**config.mk**
```make
export PLATFORM = sky130hd
export DESIGN_NAME = xor_word_packer
export DESIGN_NICKNAME = d
export VERILOG_FILES = /design/src/rtl/xor_word_packer.sv
export SDC_FILE = /design/constraint.sdc
export NUM_CORES = 1
export LEC_CHECK = 0
export ABC_AREA = 1
export CAP_MARGIN = 20
export CORE_MARGIN = 1.5
export CORE_UTILIZATION = 50
export DETAILED_ROUTE_END_ITERATION = 6
export GPL_TIMING_DRIVEN = 0
export PLACE_DENSITY = 0.75
export SLEW_MARGIN = 30
export SYNTH_ARGS = -nofsm -noshare
export SYNTH_HDL_FRONTEND = slang
export SYNTH_SLANG_ARGS = --single-unit
```
**constraint.sdc**
```tcl
create_clock -name clk -period 2.15 [get_ports clk]
set_input_delay 0.43 -clock clk [delete_from_list [all_inputs] [get_ports clk]]
set_output_delay 0.43 -clock clk [all_outputs]
set_load 0.01 [all_outputs]
```
**src/rtl/xor_word_packer.sv**
```systemverilog
// rtl/xor_word_packer.sv - consistency check and MSB-first serial packing of replicated XOR words
module xor_word_packer #(
  parameter int PACK_W = 8,
  parameter int ERR_W  = 8
) (
  input  logic                         clk,
  input  logic                         rst,
  input  logic                         in_valid,
  output logic                         in_ready,
  input  logic [3:0]                   in_word,
  input  logic                         flush,
  output logic                         out_valid,
  input  logic                         out_ready,
  output logic [PACK_W-1:0]            out_data,
  output logic [$clog2(PACK_W+1)-1:0]  out_len,
  output logic [ERR_W-1:0]             err_cnt,
  output logic                         err_flag
);

  localparam int LW = $clog2(PACK_W+1);
  localparam logic [LW-1:0] LAST_IDX = LW'(PACK_W - 1);
  localparam logic [LW-1:0] FULL_LEN = LW'(PACK_W);

  logic [PACK_W-1:0] sr_q, sr_d;
  logic [LW-1:0]     cnt_q, cnt_d;
  logic              ov_q, ov_d;
  logic [PACK_W-1:0] od_q, od_d;
  logic [LW-1:0]     ol_q, ol_d;
  logic [ERR_W-1:0]  ec_q, ec_d;
  logic              ef_q, ef_d;

  logic              accept;
  logic              drain;
  logic              consistent;
  logic              bit_acc;
  logic [PACK_W-1:0] sr_acc;
  logic [LW-1:0]     cnt_acc;
  logic [LW-1:0]     pad_shift;

  // The output register is free whenever it is empty or being drained, which is
  // also exactly when a new input word may be taken.
  assign in_ready   = !ov_q || out_ready;
  assign accept     = in_valid && in_ready;
  assign drain      = ov_q && out_ready;
  assign consistent = (in_word == 4'h0) || (in_word == 4'hF);
  assign bit_acc    = accept && consistent;

  // Shift register and count as they stand after this cycle's accept; both the
  // full-frame load and the flush path build their frame from these.
  assign sr_acc    = bit_acc ? {sr_q[PACK_W-2:0], in_word[0]} : sr_q;
  assign cnt_acc   = bit_acc ? cnt_q + 1'b1 : cnt_q;
  assign pad_shift = FULL_LEN - cnt_acc;

  // Next-state: packing, frame load (full frame wins over flush), drain, error count
  always_comb begin
    sr_d  = sr_acc;
    cnt_d = cnt_acc;
    ov_d  = ov_q;
    od_d  = od_q;
    ol_d  = ol_q;
    ec_d  = ec_q;
    ef_d  = ef_q;

    if (drain) begin
      ov_d = 1'b0;
    end

    if (accept && !consistent) begin
      ef_d = 1'b1;
      if (ec_q != {ERR_W{1'b1}}) begin
        ec_d = ec_q + 1'b1;
      end
    end

    if (bit_acc && (cnt_q == LAST_IDX)) begin
      ov_d  = 1'b1;
      od_d  = sr_acc;
      ol_d  = FULL_LEN;
      cnt_d = '0;
    end else if (flush && (cnt_acc != '0) && in_ready) begin
      // Stale upper bits of the shift register fall off the top when the
      // partial frame is left-aligned.
      ov_d  = 1'b1;
      od_d  = sr_acc << pad_shift;
      ol_d  = cnt_acc;
      cnt_d = '0;
    end
  end

  // State registers with asynchronous reset
  always_ff @(posedge clk or posedge rst) begin
    if (rst) begin
      sr_q  <= '0;
      cnt_q <= '0;
      ov_q  <= 1'b0;
      od_q  <= '0;
      ol_q  <= '0;
      ec_q  <= '0;
      ef_q  <= 1'b0;
    end else begin
      sr_q  <= sr_d;
      cnt_q <= cnt_d;
      ov_q  <= ov_d;
      od_q  <= od_d;
      ol_q  <= ol_d;
      ec_q  <= ec_d;
      ef_q  <= ef_d;
    end
  end

  assign out_valid = ov_q;
  assign out_data  = od_q;
  assign out_len   = ol_q;
  assign err_cnt   = ec_q;
  assign err_flag  = ef_q;

endmodule

```
[Word level (Yosys, flattened, before mapping)]
Index checks and enable logic that the tools add are counted.
Word-level totals
  output and inout bits: 23
  input port bits: 9
  logic and storage cells: 41
  flip-flop bits (word level): 34
Operators by class
  add/subtract/negate cells: 3
  multiplexer cells: 11
  reductions and logical operators: 16
  shift operators: 1
  equal/unequal tests: 3
Operators with widths (number)
  $mux W8: 3
  $mux W4: 5
  $add A8 B1 Y8 const B: 1
  $ne A8 B8 Y1 const B: 1
  $shl A8 B4 Y8: 1
  $logic_and A1 B1 Y1: 7
  $add A4 B1 Y4 const B: 1
  $eq A4 B3 Y1 const B: 1
  $eq A4 B4 Y1 const B: 1
  $logic_not A4 Y1: 1
  $reduce_bool A4 Y1: 1
  $sub A4 B4 Y4 const A: 1
  $mux W1: 3
  $reduce_bool A3 Y1: 1
  $logic_not A1 Y1: 2
  $logic_or A1 B1 Y1: 2
  $reduce_and A2 Y1: 1
  $reduce_bool A2 Y1: 1

[Logic depth before layout (Yosys ltp)]
Gate-level depths: netlist (run 1).
  word-level depth: 10
  mapped depth: 14

[Worst setup path after synthesis (run 1)]
OpenSTA, ideal clock, no wires.
  path kind: register to register
  start point: register cnt_q[0]
  end point: register od_q[2] (netlist: out_data[2])
  clock period less this slack: 1.724 ns
  required time: 2.033 ns
  stages on the path, launching flop included: 13
  slack: 0.426 ns
  buffers on the path: 1
  arrival time: 1.607 ns
  cell sequence: dfrtp_1 ha_1 xor2_1 nand3_1 nand2_2 nor2_4 nand2_4 nand2_8 buf_12 nand3_2 nand2_1 inv_1 nand2_1
On the way
  longest elaborated chain between the ends: 6
  elaborated cells between the ends (all ways): 12
  those cells by class: add/sub (2); eq/ne (1); shift (1); mux (3); reduce/logical (5)
RTL lines
  start, declared: RTL line 25  | logic [LW-1:0] cnt_q, cnt_d;
  start signal, assigned: RTL line 102  | cnt_q <= cnt_d;
  $add A4 B1 Y4: RTL line 51  | assign cnt_acc = bit_acc ? cnt_q + 1'b1 : cnt_q;
  $mux W4: RTL line 51
  $sub A4 B4 Y4 / $reduce_bool A4 Y1 (equally long branches): RTL line 52, 80
  $shl A8 B4 Y8 / $logic_and A1 B1 Y1 (equally long branches): RTL line 84, 80
  $mux W8 / $logic_and A1 B1 Y1 (equally long branches): RTL line 80  | end else if (flush && (cnt_acc != '0) && in_ready) begin
  $mux W8 / $reduce_bool A2 Y1 (equally long branches)
  end signal, assigned: RTL line 96  | od_q <= '0;
  end signal, assigned: RTL line 104  | od_q <= od_d;
  end, declared: RTL line 27  | logic [PACK_W-1:0] od_q, od_d;
Several ways; a longest one is shown, not always the timed one. The select of a mux whose other input is x is not followed.
A chain may end at the register's enable or synchronous reset.

[Final worst setup path (run 1)]
  start point: input port in_word[2]
  end point: register od_q[5] (netlist: out_data[5])
On the way
  longest elaborated chain between the ends: 8
  elaborated cells between the ends (all ways): 15
  those cells by class: add/sub (1); eq/ne (1); shift (1); mux (4); reduce/logical (8)
RTL lines
  start, declared: RTL line 10  | input logic [3:0] in_word,
  $eq A4 B4 Y1 / $logic_not A4 Y1 (equally long branches): RTL line 45  | assign consistent = (in_word == 4'h0) || (in_word == 4'hF);
  $logic_or A1 B1 Y1 *: RTL line 45
  $logic_and A1 B1 Y1 *: RTL line 46  | assign bit_acc = accept && consistent;
  $mux W4: RTL line 51
  $sub A4 B4 Y4 / $reduce_bool A4 Y1 (equally long branches): RTL line 52, 80
  $shl A8 B4 Y8 / $logic_and A1 B1 Y1 (equally long branches): RTL line 84, 80
  $mux W8 / $logic_and A1 B1 Y1 (equally long branches): RTL line 80
  $mux W8 / $reduce_bool A2 Y1 (equally long branches)
Every way passes the cells marked *; elsewhere a longest branch is shown, timed or not. The select of a mux whose other input is x is not followed.

==> results.sh, run 1 <==
export IMPL_yosysTopAreaCell="dfrtp_1"
export IMPL_power_frac_seq_pct=30.5
export IMPL_grt_pass1_vias=1749
export IMPL_syn_num_nets=296
export IMPL_cts_max_path_buffers=2
export IMPL_leakage_uw=0.001479
export IMPL_start_kind="input port"
export IMPL_worstSkewPairLatency_ns=0.29
export IMPL_clock_root_buffer="clkbuf_8"
export IMPL_grt_max_degree=35
export IMPL_max_cap_viol_count=0
export IMPL_relSlewSlack_pct=52.47
export IMPL_setup_tns_ns=0
export IMPL_initial_core_util_pct=52.82
export IMPL_hold_viol=0
export IMPL_cts_tree="yes"
export IMPL_peakVddDrop_uv=807.7
export IMPL_grtUsageTotal_pct=23.40
export IMPL_cts_hold_buf=0
export IMPL_drv_slew=0
export IMPL_ys_seq_area_share_pct=39.42
export IMPL_finalSetupViolations=0
export IMPL_first_pass_iters=5
export IMPL_cts_htree_levels=2
export IMPL_die_height_um=68.70
export IMPL_synth_area_mm2=0.002158
export IMPL_grt_pass1_wl_um=8135
export IMPL_synth_area_per_cell_um2=7.573
export IMPL_diodes=0
export IMPL_min_period_ns=2.066
export IMPL_core_mm2=0.004086
export IMPL_final_cell_mix="89 x nand2_1, 42 x nand3_1, 34 x dfrtp_1"
export IMPL_powerDensity_mw_per_mm2=1155
export IMPL_ys_types=33
export IMPL_clock_sinks=34
export IMPL_path_clk_slew_ns=0.07
export IMPL_ant_nets=0
export IMPL_p_clk_share_pct=14.8
export IMPL_final_nets=348
export IMPL_cp_max_fo=8
export IMPL_post_route_cells_drive_above_1_share_pct=22.78
export IMPL_fin_crit_sh_pct=96.07
export IMPL_post_drt_wl_per_cell_um=14.47
export IMPL_wirelength_um=5614
export IMPL_yosysTopAreaCellShare_pct=39.42
export IMPL_drtIter0Drc=120
export IMPL_rows=23
export IMPL_power_internal_uw=1882
export IMPL_numPortBuffers=31
export IMPL_hold_path_class="flip-flop to flip-flop"
export IMPL_io_pins=32
export IMPL_final_common_cell="nand2_1"
export IMPL_cp_end_kind="flip-flop"
export IMPL_switching_share_pct=42.82
export IMPL_die_area_mm2=0.004720
export IMPL_vias=2082
export IMPL_cts_buffers=5
export IMPL_final_core_utilization_pct=69.75
export IMPL_synthCells=285
export IMPL_share_comb_of_total_power_pct=54.7
export IMPL_area_delta_synth_final_pct=32.06
export IMPL_timing_worst_slew_pin_value_ns=0.7119
export IMPL_cp_required_ns=2.33
export IMPL_skew_ns=0.005286
export IMPL_grt_overflow=0
export IMPL_max_freq_ghz=0.4841
export IMPL_crit_type="input port to flip-flop"
export IMPL_drc=0
export IMPL_ys_ff_latch=34
export IMPL_vias_per_cell=5.366
export IMPL_hpwl_um=3536
export IMPL_antenna_found_initial=0
export IMPL_synth_area_leaders="dfrtp_1 39%, nand2_1 18%, nand3_1 10%"
export IMPL_switching_power_uw=1410
export IMPL_cp_arrival_ns=2.25
export IMPL_routabilityCongestion=0.8551
export IMPL_yosys_warnings=0
export IMPL_dieWidth_um=68.70
export IMPL_status="completed"
## cells in the mapped netlist
cell type	count
ha_1	2
nand3_4	1
nand3b_1	1
nand3_1	43
inv_2	2
a21oi_1	3
or2_2	1
xor2_1	5
xnor2_1	3
inv_1	33
nor2_2	1
buf_12	1
nor3_1	1
a21oi_4	1
nand2_1	104
o22ai_1	1
nand4_4	1
nand2_4	3
nand3_2	3
nand4_1	2
dfrtp_1	34
nor2_4	2
buf_4	1
o211ai_1	1
buf_6	4
clkbuf_2	1
nand2_2	6
nor2_1	12
nand2_8	1
mux2_2	1
o31ai_2	2
o21ai_1	7
nor3_4	1
## metal layers
metal / vias up / part of all wire, % / track usage [%]
met2: 75 / 47 / 33.65
met5: - / 0 / 0
li1: 1007 / - / -
met3: 23 / 6.1 / 5.519
met4: 0 / 2.9 / 7.843
met1: 977 / 44 / 34.51
## critical path, stage by stage
cell and delay (ns):
clkdlybuf4s50_1 0.47, o21ai_1 0.25, nand3_4 0.19, nand2_2 0.13, nand2_4 0.08, inv_4 0.08, nand2_1 0.06, nand2_2 0.11
inv_1 0.10, nand3_1 0.13, nand2_1 0.07, nand2_1 0.08, nand2_1 0.06
## stage by stage
stage	area, um2	power [uW]	hold WS, ns	instances	setup WS, ns
4_1_cts	2625	3042	0.4806	374	0.04247
5_1_grt	2850	3527	0.5216	388	-0.03417
6_report	2850	3292	0.4787	388	0.08446
3_5_place_dp	2531	2535	0.4624	366	-0.2726
2_1_floorplan	2158	2006	0.4619	285	0.4259
3_3_place_gp	2531	2499	0.4539	366	-0.2407
## registers in the layout (all words and copies together), names as in the netlist
| register | flops |
|---|---|
| cnt_q | 4 |
| err_cnt | 8 |
| err_flag | 1 |
| out_data | 8 |
| out_len | 4 |
| out_valid | 1 |
| sr_q | 8 |
## power by group through the flow
stage	combinational (uW)	sequential [uW]	clock, uW
final	1800	1000	487
after global routing	1970	1030	523
after CTS	1550	1000	489
after detailed placement	1520	1010	0
after global placement	1500	1000	0
after floorplan	957	1050	0
## kinds of logic after synthesis
kind of cell               after synthesis  share of synthesized area (%)
AOI/OAI and AO/OA                       15                          4.870
DFF                                     34                          39.42
adders and majority gates                2                          1.159
xor gates and xnor gates                 8                          3.247
and+or+nand+nor                        183                          41.10
muxes                                    1                         0.5217
buffers and inverters                   42                          9.681
## area by class of cell
type	count	area, um2
tap	50	62.56
timing repair buffer	43	429.2
multi-input combinational	211	1201
sequential	34	850.8
buffer	7	81.33
clock buffer	7	86.33
fill	335	1236
inverter	35	133.9
clock inverter	1	5.005
## what timing repair did
action	CTS	global route
setup endpoints to repair	1	10
gates cloned	0	4
setup buffers	0	10
pin swaps	0	11
resized for setup	1	32
## path summary, 6_finish.rpt
check | startpoint | cells after the start | to | slack [ns]
setup / recovery | in_word[2] | 13 | out_data[5]$_DFFE_PP0P_ | 0.08
hold / removal | err_flag$_DFFE_PP0P_ | 1 | err_flag$_DFFE_PP0P_ | 0.48
setup reg to reg | cnt_q[0]$_DFF_PP0_ | 11 | out_data[5]$_DFFE_PP0P_ | 0.10
hold reg to reg | err_flag$_DFFE_PP0P_ | 1 | err_flag$_DFFE_PP0P_ | 0.48
max in group asynchronous | rst | 2 | sr_q[3]$_DFF_PP0_ | 1.12
min in group asynchronous | rst | 2 | out_len[2]$_DFFE_PP0P_ | 0.57
No activity file was read; power rests on OpenSTA's default activity.
==> run 2: changes to the inputs <==
--- a/config.mk
+++ b/config.mk
@@ -11,7 +11,7 @@
 export CORE_UTILIZATION = 50
 export DETAILED_ROUTE_END_ITERATION = 6
 export GPL_TIMING_DRIVEN = 0
-export PLACE_DENSITY = 0.75
+export PLACE_DENSITY_LB_ADDON = 0.2
 export SLEW_MARGIN = 30
 export SYNTH_ARGS = -nofsm -noshare
 export SYNTH_HDL_FRONTEND = slang
==> run 2 against run 1 <==
  * Count of clock-buffer cells in the layout stayed put
  * Total power hardly changed
  * Worst setup slack worse by 0.018 ns
  * Cell count is 0.52% lower
  * Routed wire length is 7.1% lower
  * Design area is 0.44% higher
  * Clock power hardly changed
  * Hold slack worse by 0.00072 ns
  * Register-to-register slack better by 0.05 ns
  * Sequential power hardly changed
  * Non-clock buffer count is 2 lower
  * Critical endpoint is now out_data[4]$_DFFE_PP0P_
  * Highest routed layer unchanged
==> results.sh, run 2 (same netlist as run 1, synthesis figures left out) <==
export IMPL_status="completed"
export IMPL_wirelength_um=5218
export IMPL_hold_path_class="flip-flop to flip-flop"
export IMPL_ant_nets=0
export IMPL_crit_family="simple AND/OR/NAND/NOR gates"
export IMPL_max_cap_viol_count=0
export IMPL_die_area_mm2=0.004720
export IMPL_cp_max_fo=8
export IMPL_final_cell_mix="85 x nand2_1, 42 x nand3_1, 34 x dfrtp_1"
export IMPL_power_frac_seq_pct=30.3
export IMPL_relSlewSlack_pct=52.66
export IMPL_finalSetupViolations=0
export IMPL_die_height_um=68.70
export IMPL_power_internal_uw=1885
export IMPL_first_pass_iters=4
export IMPL_core_mm2=0.004086
export IMPL_cp_required_ns=2.38
export IMPL_fin_crit_sh_pct=96.93
export IMPL_crit_type="input port to flip-flop"
export IMPL_final_core_utilization_pct=70.06
export IMPL_start_kind="input port"
export IMPL_drtIter0Drc=133
export IMPL_rows=23
export IMPL_grt_max_degree=35
export IMPL_clock_sinks=34
export IMPL_path_buf_inv=2
export IMPL_final_nets=346
export IMPL_drv_slew=0
export IMPL_peakVddDrop_uv=584.4
export IMPL_cpPeakStageDelay_ns=0.46
export IMPL_cts_htree_levels=2
export IMPL_fin_total_pwr_uw=3291
export IMPL_vias_per_cell=5.280
export IMPL_numPortBuffers=31
export IMPL_drc=0
export IMPL_grt_pass1_wl_um=7700
export IMPL_cp_arrival_ns=2.31
export IMPL_cp_end_kind="flip-flop"
export IMPL_switching_share_pct=42.74
export IMPL_path_cells="clkdlybuf4s50_1 > o21ai_1 > nand3_4 > nand2_4 > nand2_4 > nor2_4 > nand2_2 > nand2_2 > nand4_1 > inv_1 > nand2_1 > nand2_1"
export IMPL_final_common_cell="nand2_1"
export IMPL_worstSkewPairLatency_ns=0.29
export IMPL_area_delta_synth_final_pct=32.64
export IMPL_timing_worst_slew_pin_value_ns=0.7090
export IMPL_fin_ws_ns=0.06597
export IMPL_initial_core_util_pct=52.82
export IMPL_cts_hold_buf=0
export IMPL_hold_viol=0
export IMPL_skew_ns=0.006585
export IMPL_vias=2038
export IMPL_grtUsageTotal_pct=21.72
export IMPL_hpwl_um=3328
export IMPL_pre_cts_ws_ns=-0.2348
export IMPL_clock_root_buffer="clkbuf_8"
export IMPL_grt_pass1_vias=1691
export IMPL_p_clk_share_pct=14.9
export IMPL_powerDensity_mw_per_mm2=1150
export IMPL_switching_power_uw=1407
export IMPL_cts_buffers=5
export IMPL_max_freq_ghz=0.4798
export IMPL_share_comb_of_total_power_pct=54.8
export IMPL_path_clk_slew_ns=0.07
export IMPL_grt_overflow=0
export IMPL_diodes=0
export IMPL_post_drt_wl_per_cell_um=13.52
export IMPL_routabilityCongestion=0.8678
export IMPL_leakage_uw=0.001487
export IMPL_min_period_ns=2.084
export IMPL_cts_tree="yes"
export IMPL_whs_ns=0.4780
export IMPL_antenna_found_initial=0
export IMPL_cts_max_path_buffers=2
export IMPL_dieWidth_um=68.70
export IMPL_crit_path_top_delay_cell="clkdlybuf4s50_1"
export IMPL_io_pins=32
export IMPL_post_route_cells_drive_above_1_share_pct=24.11
[run 2: per-layer routing]
layer  part of all wire (%)  vias to the layer above  track usage, %
met2                     45                       77           31.61
li1                       -                     1012               -
met3                    7.3                       13           4.221
met4                    1.6                        0           5.882
met1                     46                      936           32.85
met5                      0                        -               0
[run 2: final timing paths]
| kind | from | endpoint | slack (ns) | cells past startpoint |
|---|---|---|---|---|
| hold / removal | err_flag$_DFFE_PP0P_ | err_flag$_DFFE_PP0P_ | 0.48 | 1 |
| min in group asynchronous | rst | out_data[4]$_DFFE_PP0P_ | 0.58 | 2 |
| max in group asynchronous | rst | sr_q[3]$_DFF_PP0_ | 1.11 | 2 |
| hold reg to reg | err_flag$_DFFE_PP0P_ | err_flag$_DFFE_PP0P_ | 0.48 | 1 |
| setup / recovery | in_word[3] | out_data[4]$_DFFE_PP0P_ | 0.07 | 12 |
| setup reg to reg | cnt_q[0]$_DFF_PP0_ | out_len[0]$_DFFE_PP0P_ | 0.15 | 9 |
[run 2: stage by stage]
step                      setup TNS, ns  std cells  instance area, um2
final                                 0        386                2863
after global routing           -0.02442        386                2863
after CTS                             0        374                2623
after detailed placement         -2.701        366                2531
after global placement           -2.672        366                2531
after floorplan                       0        285                2158
[run 2: final cells by class]
class	instances	area [um2]
clock inverters	1	5.005
well taps	50	62.56
clock buffers	7	86.33
plain buffers	7	81.33
repair buffers	41	419.2
flip-flops and latches	34	850.8
fillers	315	1224
inverters	35	133.9
multi-input cells	211	1224
[run 2: power by group through the flow]
stage | registers [uW] | logic [uW] | clock network (uW)
6_report | 998 | 1800 | 490
5_1_grt | 1030 | 1980 | 525
4_1_cts | 993 | 1530 | 499
3_3_place_gp | 1000 | 1500 | 0
2_1_floorplan | 1050 | 957 | 0
3_5_place_dp | 1000 | 1520 | 0
[run 2: repair_timing]
action	CTS	global route
setup buffers	0	8
gates resized for setup	0	43
setup endpoints to repair	0	8
==> run 3: changes to the inputs <==
--- a/config.mk
+++ b/config.mk
@@ -7,10 +7,10 @@
 export LEC_CHECK = 0
 export ABC_AREA = 1
 export CAP_MARGIN = 20
-export CORE_MARGIN = 1.5
+export CORE_ASPECT_RATIO = 0.9
+export CORE_MARGIN = 2
 export CORE_UTILIZATION = 50
 export DETAILED_ROUTE_END_ITERATION = 6
-export GPL_TIMING_DRIVEN = 0
 export PLACE_DENSITY_LB_ADDON = 0.2
 export SLEW_MARGIN = 30
 export SYNTH_ARGS = -nofsm -noshare
==> run 3 against run 2 <==
  * Flip-flop and latch count is the same
  * Cell count rose by 3.4%
  * Critical path depth down 1
  * Combinational power decreased by 3%
  * Design area is essentially flat
  * Die area is 3.0% higher
  * Count of clock-buffer cells in the layout unchanged
  * Largest cell class unchanged
==> results.sh, run 3 (same netlist as run 1, synthesis figures left out) <==
export IMPL_status="completed"
export IMPL_n_fill_cell=311
export IMPL_relSlewSlack_pct=71.96
export IMPL_rows=22
export IMPL_cp_end_kind="flip-flop"
export IMPL_crit_path_top_delay_cell="dfrtp_1"
export IMPL_min_period_ns=1.971
export IMPL_finalSetupViolations=0
export IMPL_r2r_cells=11
export IMPL_whs_path_depth=1
export IMPL_powerDensity_mw_per_mm2=1125
export IMPL_antenna_found_initial=0
export IMPL_seq_area_um2=850.8
export IMPL_final_core_utilization_pct=69.77
export IMPL_post_drt_wl_per_cell_um=12.07
export IMPL_start_kind="flip-flop"
export IMPL_core_mm2=0.004101
export IMPL_cp_required_ns=2.32
export IMPL_leakage_uw=0.001554
export IMPL_clock_sinks=34
export IMPL_drc=0
export IMPL_ant_nets=0
export IMPL_multi_input_area_mm2=0.001124
export IMPL_cts_buffers=5
export IMPL_drv_slew=0
export IMPL_hold_viol=0
export IMPL_max_freq_ghz=0.5074
export IMPL_grtUsageTotal_pct=22.24
export IMPL_fin_crit_sh_pct=91.66
export IMPL_diodes=0
export IMPL_cts_htree_levels=2
export IMPL_routabilityCongestion=0.8635
export IMPL_drtIter0Drc=93
export IMPL_crit_type="flip-flop to flip-flop"
export IMPL_skew_ns=0.003469
export IMPL_grt_max_degree=35
export IMPL_numPortBuffers=31
export IMPL_die_height_um=66.33
export IMPL_grt_overflow=0
export IMPL_grt_pass1_wl_um=8245
export IMPL_grt_pass1_vias=1827
export IMPL_hold_path_class="flip-flop to flip-flop"
export IMPL_max_cap_viol_count=0
export IMPL_reg2reg_from="cnt_q[0]$_DFF_PP0_"
export IMPL_first_pass_iters=4
export IMPL_worst_r2r_setup_slack_ns=0.18
export IMPL_finish_instance_area_mm2=0.002861
export IMPL_timing_worst_slew_pin_value_ns=0.4207
export IMPL_path_cells="ha_1 > xor2_1 > nand3_1 > nand2_2 > nand3_1 > nand2_2 > inv_1 > nand3_1 > nand2_1 > nand2_1 > nand2_1"
export IMPL_io_pins=32
export IMPL_hpwl_um=3695
export IMPL_final_common_cell="nand2_1"
export IMPL_final_nets=361
export IMPL_initial_core_util_pct=52.62
export IMPL_post_route_cells_drive_above_1_share_pct=21.65
export IMPL_r2r_end="out_data[4]$_DFFE_PP0P_"
export IMPL_cts_max_path_buffers=2
export IMPL_area_delta_synth_final_pct=32.58
export IMPL_clock_root_buffer="clkbuf_8"
export IMPL_dieWidth_um=73.26
export IMPL_hp_start="err_flag$_DFFE_PP0P_"
export IMPL_die_area_mm2=0.004859
export IMPL_rsz0062_at_grt="false"
export IMPL_placed_cell_area_mm2=0.002716
export IMPL_cp_max_fo=6
export IMPL_worstSkewPairLatency_ns=0.29
export IMPL_cpPeakStageDelay_ns=0.49
export IMPL_peakVddDrop_uv=744.8
export IMPL_cts_tree="yes"
export IMPL_final_cell_mix="99 x nand2_1, 43 x nand3_1, 34 x dfrtp_1"
export IMPL_cp_arrival_ns=2.14
export IMPL_path_clk_slew_ns=0.07
export IMPL_vias=1980
export IMPL_wirelength_um=4815
export IMPL_min_to="err_flag$_DFFE_PP0P_"
export IMPL_vias_per_cell=4.962
==> run 3: per-layer routing <==
layer / global-route usage, % / up-vias / wire, um
li1: - / 1030 / -
met1: 29.41 / 904 / 2254
met5: 0 / - / 0
met4: 6.944 / 0 / 69
met3: 5.183 / 6 / 247
met2: 36.04 / 40 / 2244
==> run 3: power by group <==
part           total [uW]  leakage, uW  switching [uW]  internal (uW)
registers            1000     0.000428             171            833
logic                1740      0.00108             924            812
clock network         478    0.0000482             220            258
total                3220      0.00155            1320           1900
==> run 3: stage by stage <==
step | hold slack, ns | worst slack, ns | std cells | TNS, ns | total power (uW)
floorplan | 0.4619 | 0.4259 | 285 | 0 | 2006
global placement | 0.4477 | -0.1656 | 389 | -1.652 | 2648
detailed placement | 0.4541 | -0.1723 | 389 | -1.938 | 2686
CTS | 0.4705 | 0.1179 | 397 | 0 | 3176
global route | 0.4864 | 0.008980 | 399 | 0 | 3472
finish | 0.4696 | 0.1793 | 399 | 0 | 3219
==> run 3: what timing repair did <==
action                                  CTS  global route
pin swaps                                 0             9
gates resized for setup                   1            16
buffers inserted                          0             2
hold buffers                              0             0
endpoints found under the setup margin    1            12
==> run 3: worst max path at each step <==
stage	slack, ns	to	start
floorplan	0.43	out_data[2]$_DFFE_PP0P_	cnt_q[0]$_DFF_PP0_
global placement	-0.17	out_data[4]$_DFFE_PP0P_	in_word[0]
detailed placement	-0.17	out_data[4]$_DFFE_PP0P_	in_word[0]
CTS	0.12	out_data[4]$_DFFE_PP0P_	in_word[0]
global route	0.009	out_data[4]$_DFFE_PP0P_	cnt_q[0]$_DFF_PP0_
finish	0.18	out_data[4]$_DFFE_PP0P_	cnt_q[0]$_DFF_PP0_
==> run 3: layout make-up <==
type,count,share of cell area [%]
Multi-Input combinational cell,209,39.27
Sequential cell,34,29.73
Clock buffer,7,3.017
Timing Repair Buffer,65,21.12
Inverter,35,4.591
Tap cell,48,2.099
Clock inverter,1,0.1749
==> run 3: critical path: cells and delay by family, from the launching register on <==
family | cells | cell delay, ns
and+or+nand+nor | 8 | 0.78
DFF | 1 | 0.49
adders and majority gates | 1 | 0.30
xor gates and xnor gates | 1 | 0.19
buffers and inverters | 1 | 0.09
